--- src/rtl/ddr_cmd_sched.sv ---
// DDR command scheduler: arbitrates one read and one write port, sequences the
// ACT/PRE/data/precharge timeline and interleaves periodic auto-refresh.
module ddr_cmd_sched #(
   parameter int REF_INTERVAL = 780,
   parameter int T_RCD        = 2,
   parameter int T_RP         = 3,
   parameter int T_RFC        = 10,
   parameter int BURST_CYC    = 2
) (
   input  logic        clk,
   input  logic        rst,
   input  logic        init_done,
   input  logic        wr_req,
   input  logic [24:0] wr_addr,
   input  logic        rd_req,
   input  logic [24:0] rd_addr,
   output logic        wr_ack,
   output logic        rd_ack,
   output logic [3:0]  c_state,
   output logic [24:0] sys_addr,
   output logic        busy,
   output logic        ref_overrun
);

   localparam int RW = (REF_INTERVAL < 2) ? 1 : $clog2(REF_INTERVAL + 1);
   localparam logic [RW-1:0] REF_LD = RW'(REF_INTERVAL);
   localparam logic [7:0] RCD_LD   = 8'(T_RCD - 1);
   localparam logic [7:0] RP_LD    = 8'(T_RP - 1);
   localparam logic [7:0] RFC_LD   = 8'(T_RFC - 1);
   localparam logic [7:0] BURST_LD = 8'(BURST_CYC - 1);

   localparam logic [3:0] ST_IDLE  = 4'd0;
   localparam logic [3:0] ST_GRANT = 4'd1;
   localparam logic [3:0] ST_ACT   = 4'd2;
   localparam logic [3:0] ST_TRCD  = 4'd3;
   localparam logic [3:0] ST_PRE   = 4'd4;
   localparam logic [3:0] ST_DATA  = 4'd5;
   localparam logic [3:0] ST_TRP   = 4'd6;
   localparam logic [3:0] ST_AREF  = 4'd7;
   localparam logic [3:0] ST_TRFC  = 4'd8;

   localparam logic [3:0] CMD_IDLE  = 4'b0000;
   localparam logic [3:0] CMD_ACT   = 4'b0001;
   localparam logic [3:0] CMD_RDPRE = 4'b0100;
   localparam logic [3:0] CMD_WRPRE = 4'b0101;
   localparam logic [3:0] CMD_RDDAT = 4'b0110;
   localparam logic [3:0] CMD_WRDAT = 4'b0111;
   localparam logic [3:0] CMD_AREF  = 4'b1101;
   localparam logic [3:0] CMD_TIMER = 4'b1111;

   logic [3:0]    state_q, state_d;
   logic [7:0]    timer_q, timer_d;
   logic          is_wr_q, is_wr_d;
   logic          last_wr_q, last_wr_d;
   logic [24:0]   addr_q, addr_d;
   logic          rd_ack_q, rd_ack_d;
   logic          wr_ack_q, wr_ack_d;
   logic [3:0]    cmd_q, cmd_d;
   logic          busy_q;
   logic [RW-1:0] ref_cnt_q, ref_cnt_d;
   logic          ref_pend_q, ref_pend_d;
   logic          overrun_q, overrun_d;
   logic          pend_clr;

   // Main sequencer; requests and refresh are only considered in IDLE.
   always_comb begin
      state_d   = state_q;
      timer_d   = timer_q;
      is_wr_d   = is_wr_q;
      last_wr_d = last_wr_q;
      addr_d    = addr_q;
      rd_ack_d  = 1'b0;
      wr_ack_d  = 1'b0;
      pend_clr  = 1'b0;
      case (state_q)
         ST_IDLE: begin
            if (init_done) begin
               if (ref_pend_q) begin
                  state_d  = ST_AREF;
                  pend_clr = 1'b1;
               end else if (rd_req && (!wr_req || last_wr_q)) begin
                  state_d   = ST_GRANT;
                  is_wr_d   = 1'b0;
                  last_wr_d = 1'b0;
                  addr_d    = rd_addr;
                  rd_ack_d  = 1'b1;
               end else if (wr_req) begin
                  state_d   = ST_GRANT;
                  is_wr_d   = 1'b1;
                  last_wr_d = 1'b1;
                  addr_d    = wr_addr;
                  wr_ack_d  = 1'b1;
               end
            end
         end
         ST_GRANT: state_d = ST_ACT;
         ST_ACT: begin
            state_d = ST_TRCD;
            timer_d = RCD_LD;
         end
         ST_TRCD: begin
            if (timer_q == 8'd0) state_d = ST_PRE;
            else timer_d = timer_q - 8'd1;
         end
         ST_PRE: begin
            state_d = ST_DATA;
            timer_d = BURST_LD;
         end
         ST_DATA: begin
            if (timer_q == 8'd0) begin
               state_d = ST_TRP;
               timer_d = RP_LD;
            end else begin
               timer_d = timer_q - 8'd1;
            end
         end
         ST_TRP: begin
            if (timer_q == 8'd0) state_d = ST_IDLE;
            else timer_d = timer_q - 8'd1;
         end
         ST_AREF: begin
            state_d = ST_TRFC;
            timer_d = RFC_LD;
         end
         ST_TRFC: begin
            if (timer_q == 8'd0) state_d = ST_IDLE;
            else timer_d = timer_q - 8'd1;
         end
         default: state_d = ST_IDLE;
      endcase
   end

   // Command code is derived from the next state so it is registered with it.
   always_comb begin
      cmd_d = CMD_IDLE;
      case (state_d)
         ST_ACT:  cmd_d = CMD_ACT;
         ST_TRCD, ST_TRP, ST_TRFC: cmd_d = CMD_TIMER;
         ST_PRE:  cmd_d = is_wr_d ? CMD_WRPRE : CMD_RDPRE;
         ST_DATA: cmd_d = is_wr_d ? CMD_WRDAT : CMD_RDDAT;
         ST_AREF: cmd_d = CMD_AREF;
         default: cmd_d = CMD_IDLE;
      endcase
   end

   // Refresh interval: a pending request that is still unserviced when the
   // next interval expires is an overrun.
   always_comb begin
      ref_cnt_d  = ref_cnt_q;
      ref_pend_d = ref_pend_q & ~pend_clr;
      overrun_d  = overrun_q;
      if (!init_done) begin
         ref_cnt_d = REF_LD;
      end else if (ref_cnt_q <= RW'(1)) begin
         ref_cnt_d  = REF_LD;
         ref_pend_d = 1'b1;
         if (ref_pend_q) overrun_d = 1'b1;
      end else begin
         ref_cnt_d = ref_cnt_q - RW'(1);
      end
   end

   always_ff @(posedge clk) begin
      if (rst) begin
         state_q    <= ST_IDLE;
         timer_q    <= 8'd0;
         is_wr_q    <= 1'b0;
         last_wr_q  <= 1'b1;
         addr_q     <= 25'd0;
         rd_ack_q   <= 1'b0;
         wr_ack_q   <= 1'b0;
         cmd_q      <= CMD_IDLE;
         busy_q     <= 1'b0;
         ref_cnt_q  <= REF_LD;
         ref_pend_q <= 1'b0;
         overrun_q  <= 1'b0;
      end else begin
         state_q    <= state_d;
         timer_q    <= timer_d;
         is_wr_q    <= is_wr_d;
         last_wr_q  <= last_wr_d;
         addr_q     <= addr_d;
         rd_ack_q   <= rd_ack_d;
         wr_ack_q   <= wr_ack_d;
         cmd_q      <= cmd_d;
         busy_q     <= (state_d != ST_IDLE);
         ref_cnt_q  <= ref_cnt_d;
         ref_pend_q <= ref_pend_d;
         overrun_q  <= overrun_d;
      end
   end

   assign wr_ack      = wr_ack_q;
   assign rd_ack      = rd_ack_q;
   assign c_state     = cmd_q;
   assign sys_addr    = addr_q;
   assign busy        = busy_q;
   assign ref_overrun = overrun_q;

endmodule

--- config.mk ---
export PLATFORM = sky130hd
export DESIGN_NAME = ddr_cmd_sched
export DESIGN_NICKNAME = d
export VERILOG_FILES = /design/src/rtl/ddr_cmd_sched.sv
export SDC_FILE = /design/constraint.sdc
export NUM_CORES = 1
export LEC_CHECK = 0
export BUFFER_PORTS_ARGS = -buffer_cell sky130_fd_sc_hd__buf_2
export CORE_MARGIN = 2
export CORE_UTILIZATION = 46
export DETAILED_ROUTE_END_ITERATION = 16
export PLACE_DENSITY = 0.74
export RECOVER_POWER = 100
export SLEW_MARGIN = 20
export SYNTH_ARGS = -nofsm -noshare
export SYNTH_HDL_FRONTEND = slang
export SYNTH_SLANG_ARGS = --single-unit
--- constraint.sdc ---
create_clock -name clk -period 1.8 [get_ports clk]
set_clock_uncertainty 0.05 [all_clocks]
set_input_delay 0.18 -clock clk [delete_from_list [all_inputs] [get_ports clk]]
set_output_delay 0.18 -clock clk [all_outputs]
set_load 0.05 [all_outputs]
==> qor.txt <==
wire length per cell - 14.7 um
element type at the critical path end - flip-flop
complex-gate fraction of the synthesized area - 0.175
final critical-path required period - 1.87 ns
simple-gate share of the synthesized area - 0.204
CTS tree - yes
highest-count cells in the layout ignoring fill and taps - 55 x sky130_fd_sc_hd__nor2_1, 54 x sky130_fd_sc_hd__dfxtp_1, 54 x sky130_fd_sc_hd__buf_2, 35 x sky130_fd_sc_hd__clkbuf_1, 35 x sky130_fd_sc_hd__buf_4
height of the die - 83.5 um
post-route clock period utilization - 1.04
first-pass iteration count of the detailed router - 4
TritonCTS Buffers - 9
synth unique cells - 61
average cell area after synthesis - 9.20 sq um
clock root buffer master - sky130_fd_sc_hd__clkbuf_8
storage element area - 1170 sq um
failing checks - negative setup slack
outcome - finished with violations
final count of hold timing violations - 0
core occupancy in the finished layout - 0.646
required time of the critical path - 1.97 ns
diode count - 0
total of hold buffers inserted after clock tree synthesis - 0
portion of the post-synthesis area used by sequential elements - 0.399
nature of the critical path startpoint - flip-flop
setup repair after global routing missed its margin - yes
Worst Setup Slack, final - -0.0714 ns
type of the worst min-delay path - in2reg
floorplan core area - 6030 sq um
drt via density - 5.36
total of endpoints with negative setup slack in the final report - 7
maximum number of pins on one net before global-route repair - 38
Worst Setup Path Type - reg2reg
number of remaining DRC errors - 0
max-slew violation total from the final report - 0
multi-input combinational cell area - 1700 sq um
routed vias - 2745
overall fraction of global-route tracks in use - 0.210
multiplexer share of the synthesized area - 0.0895
Cells after DPL - 492
count of nets after finishing - 491
P&R area growth vs syn - 34.0%
worst-case setup slack after placement - -0.132 ns
count of state elements after synthesis - 58
Worst slew margin - 0.575
H-tree depth reported by CTS - 3
Iter 0 DRT Violations - 133
sum of internal, switching and leakage power - 5.69 mW
Die X-Extent - 83.5 um
total clock sinks - 58
final RePlAce weighted congestion - 0.862
finished layout cell area - 3890 sq um
post-synthesis share of cell area spent on xor and xnor gates - 0.0452
endpoint arrival time on the critical path - 2.04 ns
overall overflow remaining after global route - 0
area enclosed by the die boundary - 6970 sq um
crit path max fanout - 5
initial standard-cell utilization of the core - 0.483
net count after synthesis - 374
fraction of layout instances using a drive strength above 1 - 0.346
Filler Cells Inserted - 526
largest family of logic cells by synthesized area - simple AND/OR/NAND/NOR gates
adder-cell share of the synthesized area - 0.0129
post-detailed-placement half-perimeter wirelength - 5240 um
number of top-level design ports - 88
Async SR Flop Fraction - 0
power per standard cell area - 1460 nW/um^2
row cnt - 28
highest achievable clock rate - 0.534 GHz
synthesized area - 2910 sq um
number of routed nets with antenna violations - 0
wire length of the first global-routing pass - 12100 um
number of buffers on the longest clock path - 2
most common library cell in the layout ignoring fill and taps - sky130_fd_sc_hd__nor2_1
number of global-route vias before repair - 2635
number of enable flip-flop cells after synthesis - 0
number of standard cells in the layout, taps in and fillers out - 512
sum of routed wire length over all layers - 7500 um
dominant synthesized flop cell - sky130_fd_sc_hd__dfxtp_1
total placed instance area - 3560 sq um
Ys Warns - 0
number of instances in the synthesized netlist - 316
reported leakage power - 1.61 nW
clock input transition at the sequential cells of the worst setup and hold paths - 0.06 ns
Clk Latency, worst-skew pair - 0.34 ns
maximum VDD drop - 1040 uV
number of antenna violations at the first check in global routing - 0
count of port buffers added during placement - 87
total of max-cap violations - 0
Least-Margin Pin Slew - 0.641 ns
==> power breakdown <==
group	internal [mW]	switching, mW
clock	0.485	0.495
combinational	1.16	1.84
sequential	1.53	0.175
total	3.18	2.51
==> flip-flops by register name, indices dropped and copies added (netlist names) <==
name / cells
sys_addr: 25
state_q: 4
timer_q: 8
wr_ack: 1
ref_cnt_q: 10
c_state: 4
ref_pend_q: 1
busy: 1
rd_ack: 1
last_wr_q: 1
is_wr_q: 1
ref_overrun: 1
==> kinds of logic after synthesis <==
logic type | Yosys count
adders and majority gates | 3
muxes | 26
xor gates and xnor gates | 15
DFF | 58
AOI/OAI and AO/OA | 65
buffers and inverters | 30
and+or+nand+nor | 119
==> Yosys cell counts, types with 2 or more instances <==
| master | instances | area [sq um] |
|---|---|---|
| sky130_fd_sc_hd__a211oi_1 | 27 | 203 |
| sky130_fd_sc_hd__a21oi_1 | 7 | 35.0 |
| sky130_fd_sc_hd__a311oi_1 | 2 | 17.5 |
| sky130_fd_sc_hd__a31o_2 | 2 | 17.5 |
| sky130_fd_sc_hd__a31oi_1 | 4 | 25.0 |
| sky130_fd_sc_hd__and2_1 | 2 | 12.5 |
| sky130_fd_sc_hd__buf_2 | 6 | 30.0 |
| sky130_fd_sc_hd__buf_4 | 4 | 30.0 |
| sky130_fd_sc_hd__buf_6 | 4 | 45.0 |
| sky130_fd_sc_hd__clkbuf_1 | 3 | 11.3 |
| sky130_fd_sc_hd__clkbuf_8 | 4 | 55.1 |
| sky130_fd_sc_hd__dfxtp_1 | 58 | 1160 |
| sky130_fd_sc_hd__ha_1 | 3 | 37.5 |
| sky130_fd_sc_hd__inv_1 | 8 | 30.0 |
| sky130_fd_sc_hd__mux2i_1 | 26 | 260 |
| sky130_fd_sc_hd__nand2_1 | 17 | 63.8 |
| sky130_fd_sc_hd__nand2b_1 | 2 | 12.5 |
| sky130_fd_sc_hd__nand3_1 | 5 | 25.0 |
| sky130_fd_sc_hd__nand4_1 | 5 | 31.3 |
| sky130_fd_sc_hd__nor2_1 | 56 | 210 |
| sky130_fd_sc_hd__nor2b_1 | 2 | 12.5 |
| sky130_fd_sc_hd__nor3_1 | 10 | 50.1 |
| sky130_fd_sc_hd__nor4_1 | 2 | 12.5 |
| sky130_fd_sc_hd__o21ai_0 | 4 | 20.0 |
| sky130_fd_sc_hd__o22ai_1 | 2 | 12.5 |
| sky130_fd_sc_hd__or3_1 | 2 | 12.5 |
| sky130_fd_sc_hd__or4b_1 | 2 | 20.0 |
| sky130_fd_sc_hd__xnor2_1 | 7 | 61.3 |
| sky130_fd_sc_hd__xor2_1 | 8 | 70.1 |
==> layer usage <==
layer / share of wire / up-vias / global-route usage
li1: - / 1372 / -
met1: 0.41 / 1285 / 0.245
met2: 0.52 / 80 / 0.379
met3: 0.059 / 8 / 0.0564
met4: 0.0099 / 0 / 0.0601
met5: 0 / - / 0
==> critical path, stage by stage, from the launching register on <==
cell	delay (ns)
sky130_fd_sc_hd__dfxtp_2	0.32
sky130_fd_sc_hd__inv_2	0.08
sky130_fd_sc_hd__ha_4	0.14
sky130_fd_sc_hd__nor4b_4	0.33
sky130_fd_sc_hd__buf_4	0.22
sky130_fd_sc_hd__a211oi_4	0.09
sky130_fd_sc_hd__a311oi_2	0.28
sky130_fd_sc_hd__o32a_1	0.19
sky130_fd_sc_hd__a21oi_1	0.06
==> final cells by class <==
type / instances / area share
clock buffers: 10 / 0.0328
clock inverters: 5 / 0.00835
inverters: 8 / 0.00771
multi-input cells: 228 / 0.435
flip-flops and latches: 58 / 0.299
well taps: 75 / 0.0241
repair buffers: 128 / 0.192
==> repair_timing <==
| item | in CTS | in global routing |
|---|---|---|
| pin swaps | 11 | 22 |
| endpoints found under the setup margin | 35 | 32 |
| cloned | 1 | 0 |
| buffers inserted | 2 | 2 |
| hold endpoints to repair | 0 | 0 |
| gates resized for setup | 13 | 21 |
==> metrics by stage <==
stage	TNS [ns]	hold WS, ns
2_1_floorplan	0	0.248
3_3_place_gp	-0.796	0.399
3_5_place_dp	-1.80	0.406
4_1_cts	-0.157	0.0553
5_1_grt	-1.87	0.106
6_report	-0.330	0.0761
==> path summary, 6_finish.rpt <==
kind | start | to | slack (ns) | depth (start not counted)
setup / recovery | timer_q[0] | timer_q[1] | -0.07 | 8
hold / removal | wr_req | wr_ack | 0.08 | 3
setup reg to reg | timer_q[0] | timer_q[1] | -0.07 | 8
hold reg to reg | ref_cnt_q[4] | ref_cnt_q[4] | 0.43 | 2
Note: power is estimated with default switching activity, not from simulation.
